===== src/rtl/issue_pkg.sv =====
// Shared types for the multi-issue controller: register index, lane descriptor.
package issue_pkg;

    typedef logic [4:0] reg_idx_t;

    localparam reg_idx_t REG_ZERO = 5'd0;

    typedef struct packed {
        logic     priv;
        logic     mem;
        logic     load;
        logic     branch;
        reg_idx_t rs;
        reg_idx_t rt;
        logic     rt_used;
        logic     wb_en;
        reg_idx_t wb_dest;
    } issue_lane_t;

endpackage


===== src/rtl/load_scoreboard.sv =====
// Per-register load-use countdown. A register is busy while its counter is nonzero;
// register 0 has no counter and is never busy.
module load_scoreboard
    import issue_pkg::*;
#(
    parameter int LOAD_LAT = 2,
    parameter int CNT_W    = 3,
    parameter int NUM_SET  = 2
) (
    input  logic               clk,
    input  logic               resetn,
    input  logic               flush,
    input  logic [NUM_SET-1:0] set_en,
    input  reg_idx_t           set_idx [NUM_SET],
    output logic [31:0]        busy
);

    assign busy[0] = 1'b0;

    generate
        for (genvar gi = 1; gi < 32; gi++) begin : g_reg
            logic [CNT_W-1:0] cnt_reg;
            logic             hit;

            always_comb begin
                hit = 1'b0;
                for (int j = 0; j < NUM_SET; j++) begin
                    if (set_en[j] && (set_idx[j] == reg_idx_t'(gi))) begin
                        hit = 1'b1;
                    end
                end
            end

            // A new load to this register restarts the countdown even if it is mid-decrement.
            always_ff @(posedge clk) begin
                if (!resetn || flush) begin
                    cnt_reg <= '0;
                end else if (hit) begin
                    cnt_reg <= CNT_W'(LOAD_LAT);
                end else if (cnt_reg != '0) begin
                    cnt_reg <= cnt_reg - 1'b1;
                end
            end

            assign busy[gi] = (cnt_reg != '0);
        end
    endgenerate

endmodule


===== src/rtl/multi_issue_engine.sv =====
// N-way in-order issue controller: thermometer issue mask from lane hazards,
// a registered load-use scoreboard and a saturating multi-issue counter.
module multi_issue_engine
    import issue_pkg::*;
#(
    parameter int ISSUE_WIDTH = 2,
    parameter int LOAD_LAT    = 2,
    parameter int CNT_W       = 3,
    parameter int FIFO_CNT_W  = 4,
    localparam int COUNT_W    = $clog2(ISSUE_WIDTH + 1)
) (
    input  logic                     clk,
    input  logic                     resetn,
    input  logic                     enable_master,
    input  logic                     flush,
    input  logic                     single_issue,
    input  logic [FIFO_CNT_W-1:0]    fifo_count,
    input  logic [ISSUE_WIDTH-1:0]   inst_priv,
    input  logic [ISSUE_WIDTH-1:0]   inst_mem,
    input  logic [ISSUE_WIDTH-1:0]   inst_load,
    input  logic [ISSUE_WIDTH-1:0]   inst_branch,
    input  logic [ISSUE_WIDTH*5-1:0] inst_rs,
    input  logic [ISSUE_WIDTH*5-1:0] inst_rt,
    input  logic [ISSUE_WIDTH-1:0]   inst_rt_used,
    input  logic [ISSUE_WIDTH-1:0]   inst_wb_en,
    input  logic [ISSUE_WIDTH*5-1:0] inst_wb_dest,
    output logic [ISSUE_WIDTH-1:0]   issue_en,
    output logic [COUNT_W-1:0]       issue_count,
    output logic [31:0]              multi_issue_cnt
);

    issue_lane_t              lanes   [ISSUE_WIDTH];
    reg_idx_t                 set_idx [ISSUE_WIDTH];
    logic [ISSUE_WIDTH-1:0]   set_en;
    logic [ISSUE_WIDTH-1:0]   lane_pass;
    logic [ISSUE_WIDTH-1:0]   lane_ok;
    logic [ISSUE_WIDTH-1:0]   sb_hazard;
    logic [31:0]              busy;
    logic                     multi_now;

    generate
        for (genvar gi = 0; gi < ISSUE_WIDTH; gi++) begin : g_lane
            logic conflict;

            assign lanes[gi] = '{
                priv:    inst_priv[gi],
                mem:     inst_mem[gi],
                load:    inst_load[gi],
                branch:  inst_branch[gi],
                rs:      inst_rs[5*gi +: 5],
                rt:      inst_rt[5*gi +: 5],
                rt_used: inst_rt_used[gi],
                wb_en:   inst_wb_en[gi],
                wb_dest: inst_wb_dest[5*gi +: 5]
            };

            assign sb_hazard[gi] = busy[lanes[gi].rs] ||
                                   (lanes[gi].rt_used && busy[lanes[gi].rt]);

            // RAW/WAW against every older lane in the bundle that writes a real register.
            always_comb begin
                conflict = 1'b0;
                for (int j = 0; j < gi; j++) begin
                    if (lanes[j].wb_en && (lanes[j].wb_dest != REG_ZERO)) begin
                        if (lanes[j].wb_dest == lanes[gi].rs) begin
                            conflict = 1'b1;
                        end
                        if (lanes[gi].rt_used && (lanes[j].wb_dest == lanes[gi].rt)) begin
                            conflict = 1'b1;
                        end
                        if (lanes[gi].wb_en && (lanes[j].wb_dest == lanes[gi].wb_dest)) begin
                            conflict = 1'b1;
                        end
                    end
                end
            end

            if (gi == 0) begin : g_oldest
                assign lane_pass[gi] = enable_master && (fifo_count != '0) && !sb_hazard[gi];
            end else begin : g_younger
                assign lane_pass[gi] = !single_issue &&
                                       (int'(fifo_count) >= gi + 1) &&
                                       !(|inst_priv[gi:0]) &&
                                       !lanes[gi].mem && !lanes[gi].branch &&
                                       !sb_hazard[gi] && !conflict;
            end

            // Computed as an AND-reduction rather than a bit chain so each lane is a flat cone.
            assign lane_ok[gi] = &lane_pass[gi:0];

            assign set_en[gi]  = issue_en[gi] && lanes[gi].load && lanes[gi].wb_en &&
                                 (lanes[gi].wb_dest != REG_ZERO);
            assign set_idx[gi] = lanes[gi].wb_dest;
        end

        if (ISSUE_WIDTH > 1) begin : g_multi
            assign multi_now = issue_en[1];
        end else begin : g_single
            assign multi_now = 1'b0;
        end
    endgenerate

    assign issue_en = (resetn && !flush) ? lane_ok : '0;

    always_comb begin
        issue_count = '0;
        for (int k = 0; k < ISSUE_WIDTH; k++) begin
            issue_count = issue_count + COUNT_W'(issue_en[k]);
        end
    end

    load_scoreboard #(
        .LOAD_LAT (LOAD_LAT),
        .CNT_W    (CNT_W),
        .NUM_SET  (ISSUE_WIDTH)
    ) u_scoreboard (
        .clk     (clk),
        .resetn  (resetn),
        .flush   (flush),
        .set_en  (set_en),
        .set_idx (set_idx),
        .busy    (busy)
    );

    // Thermometer mask: two or more issued lanes is exactly lane 1 issuing.
    always_ff @(posedge clk) begin
        if (!resetn) begin
            multi_issue_cnt <= '0;
        end else if (multi_now && (multi_issue_cnt != 32'hFFFF_FFFF)) begin
            multi_issue_cnt <= multi_issue_cnt + 32'd1;
        end
    end

endmodule


===== config.mk =====
export PLATFORM = sky130hd
export DESIGN_NAME = multi_issue_engine
export DESIGN_NICKNAME = d
export VERILOG_FILES = /design/src/rtl/issue_pkg.sv /design/src/rtl/load_scoreboard.sv /design/src/rtl/multi_issue_engine.sv
export SDC_FILE = /design/constraint.sdc
export NUM_CORES = 1
export LEC_CHECK = 0
export CAP_MARGIN = 20
export CORE_MARGIN = 2
export CORE_UTILIZATION = 58
export CTS_CLUSTER_SIZE = 8
export DETAILED_ROUTE_END_ITERATION = 16
export PLACE_DENSITY = 0.82
export SETUP_SLACK_MARGIN = 0.2
export SYNTH_ARGS = -nofsm -noshare
export SYNTH_HDL_FRONTEND = slang
export SYNTH_HIERARCHICAL = 1
export SYNTH_SLANG_ARGS = --single-unit

===== constraint.sdc =====
create_clock -name clk -period 5.1 [get_ports clk]
set_clock_uncertainty 0.05 [all_clocks]
set_input_delay 1.275 -clock clk [delete_from_list [all_inputs] [get_ports clk]]
set_output_delay 1.275 -clock clk [all_outputs]
set_load 0.02 [all_outputs]

==> flow_summary.ini <==
[logic_synthesis]
synth_nets = 1044
yosysSeqAreaShare_pct = 31.0
syn-cell-area_um2 = 8070
synth_cells = 960
synth_top_cell_area_share_pct = 31.0
avgSynthCellArea_um2 = 8.40
synth.area.mux_share_pct = 12.7
post_synth_num_cell_types = 57
synth-main-ff-cell = dfxtp_1
synth-simple-area-share_pct = 25.4
yosysTopAreaCell = dfxtp_1
ys_async_sr_fraction_pct = 0
synth_compound_area_share_pct = 14.8
synthXorXnorAreaFrac_pct = 5.00
synth_seq_cells = 125
synth-adder-area-share_pct = 5.12
synth_area_leaders = dfxtp_1 (31%), mux2i_1 (7.7%), ha_1 (5.1%)
synth_top_family_by_area = simple AND/OR/NAND/NOR gates
synth_edf_count = 0
yosys_warnings = 6

[power]
total_power_uw = 2370
p_sw_uw = 588
switching_share_pct = 24.8
seqPwrFrac_pct = 41.2
leakage_uw = 0.00375
p_int_uw = 1780
ir_worst_vdd_uv = 220
combPwrFrac_pct = 9.6
p_clk_share_pct = 49.2
powerDensity_nw_per_um2 = 236

[critical_path]
worstPathMaxFanout = 2
max_stage_delay_ns = 0.57
critPathRequiredTime_ns = 3.77
crit_chain = clkdlybuf4s50_1 > or4_1 > nor3_4 > o21ai_1 > nor4b_2 > and3_4 > ha_2 > buf_6
worstSetupPathType = primary input to output port
cpLargestDelayFamily = simple AND/OR/NAND/NOR gates
worst_setup_path_end_kind = output port
path_buf_inv = 2
cp-start-kind = primary input
arrival_ns = 3.51
slowest_stage = or4_1

[hold_path]
min-delay-path-class = flip-flop to flip-flop

[grt]
gr-total-overflow = 0
globalRouteTotalUtil_pct = 30.5
grt_max_degree = 82
grt_pass1_vias = 7551
grt_pass1_wl_mm = 36.1
antenna_found_initial = 0

[place]
port-buffer-count = 84
dp_hpwl_mm = 15.1
dpl-instance-area_um2 = 9330
globalplace.congestion = 0.974

[floorplan]
rows = 43
die_w_um = 122
die_h_um = 122
coreArea_um2 = 13700
ioPinCount = 87
dieArea_um2 = 14900
start_util_pct = 58.8

[clock_tree]
root_buffer = clkbuf_16
holdBufCountCts = 0
numCtsBuffers = 17
cts_tree = done
clk_pin_slew_ns = 0.06
cts.sinks = 125
htreeDepth = 4
clk_path_buf_depth = 2
insertion_delay_ns = 0.43

[cells_and_area]
syn2layout_area_growth_pct = 24.2
diodes = 0
drive_above_1_share_pct = 12.7
fin_nets = 1148
largest_reg_flops = 93
final_area_um2 = 10000

[timing]
slew_headroom_pct = 40.9
rsz0062_at_grt = no
fin_crit_sh_pct = 94.7
final-hold-violation-count = 0
setup_viol = 0
drv_slew = 0
tightestPinTransition_ns = 0.886
period_needed_ns = 4.83
hold_slack_ns = 0.439
max_freq_ghz = 0.207

[route]
first_iter_violations = 738
ant_nets = 0
route.detailed.drc = 0
routed_wl_mm = 22.1
firstDrtPassIters = 5
dr_total_vias = 7878
drt-vias-per-instance = 6.27
routedWlPerCell_um = 17.6

[flow_run]
max_cap_viol_count = 0

[outcome]
outcome = complete, no violations
## stage by stage
step | util, % | worst slack, ns | TNS (ns) | instances
6_report | 73.0 | 0.270 | 0 | 1257
3_3_place_gp | 68.0 | -0.417 | -1.25 | 1221
5_1_grt | 73.0 | 0.176 | 0 | 1257
4_1_cts | 72.7 | 0.213 | 0 | 1256
3_5_place_dp | 68.0 | -0.435 | -1.26 | 1221
2_1_floorplan | - | 0.273 | 0 | 960
## metal layers
layer  wire length (um)  GRT usage (%)  part of all wire (%)
met1               9300           39.5                    42
met2              10000           48.3                    45
met3               2050           7.35                   9.3
met4                707           13.9                   3.2
met5                  0              0                     0
## logic make-up after synthesis
| kind of cell | count (synthesis) |
|---|---|
| AO/OA/AOI/OAI | 177 |
| XOR/XNOR | 46 |
| adder cells (fa/ha/maj) | 33 |
| buffers and inverters | 117 |
| flip-flops | 125 |
| multiplexers | 83 |
| other | 1 |
| AND/OR/NAND/NOR | 378 |
## repair_timing
item | 4_1_cts | 5_1_grt
cloned | 2 | 0
setup endpoints to repair | 4 | 4
pin swaps | 3 | 4
buffers inserted | 1 | 0
resized for setup | 24 | 19
## cell usage after synthesis (all sizes together) (14+ instances only)
cell    instances
dfxtp         125
nor3           67
nor2           66
nand2          65
inv            63
mux2i          62
xor2           42
clkbuf         40
nand3          38
nand2b         37
a21oi          35
ha             33
o22ai          32
nor4           28
o21ai          23
a31oi          21
and3           20
o22a           20
mux4           15
buf            14
## power by group through the flow
| stage | registers, uW | clock network [uW] | logic, uW |
|---|---|---|---|
| floorplan | 998 | 0 | 107 |
| CTS | 977 | 1170 | 220 |
| finish | 977 | 1170 | 227 |
| global placement | 998 | 0 | 208 |
| global route | 977 | 1230 | 240 |
| detailed placement | 998 | 0 | 211 |
## cell usage in the layout, fill, tap and decap left out, types with 22 or more instances in the layout
cell / count
dfxtp_1: 125
clkdlybuf4s50_1: 69
nor2_1: 66
nand2_1: 65
nor3_1: 64
inv_1: 63
mux2i_1: 61
buf_4: 46
xor2_1: 42
nand3_1: 38
nand2b_1: 36
a21oi_1: 35
ha_1: 32
o22ai_1: 29
nor4_1: 22
## final timing paths
| kind | cells after the start | to | startpoint | slack (ns) |
|---|---|---|---|---|
| setup / recovery | 8 | issue_count[0] | single_issue | 0.27 |
| hold / removal | 2 | multi_issue_cnt[10] | multi_issue_cnt[10] | 0.44 |
| setup reg to reg | 14 | u_scoreboard/g_reg[8].cnt_reg[2] | u_scoreboard/g_reg[12].cnt_reg[0] | 1.16 |
| hold reg to reg | 2 | multi_issue_cnt[10] | multi_issue_cnt[10] | 0.44 |
## worst register-to-register path: stages (launching register included)
cell and delay [ns]:
dfxtp_1 0.33, nor2_1 0.16, ha_1 0.28, inv_1 0.16, mux4_2 0.48, a2bb2oi_1 0.14, nand4b_1 0.10, nand4_1 0.19
nor4b_2 0.29, and3_4 0.26, buf_4 0.12, o2111a_1 0.36, or4b_4 0.55, o22ai_2 0.24, nor3_1 0.09
## cell type report
class,count,area (um2)
flip-flops and latches,125,2500
repair buffers,139,1350
multi-input cells,718,5140
clock buffers,20,457
inverters,63,236
clock inverters,12,111
fillers,1000,3700
well taps,180,225
No activity file was read; power rests on OpenSTA's default activity.
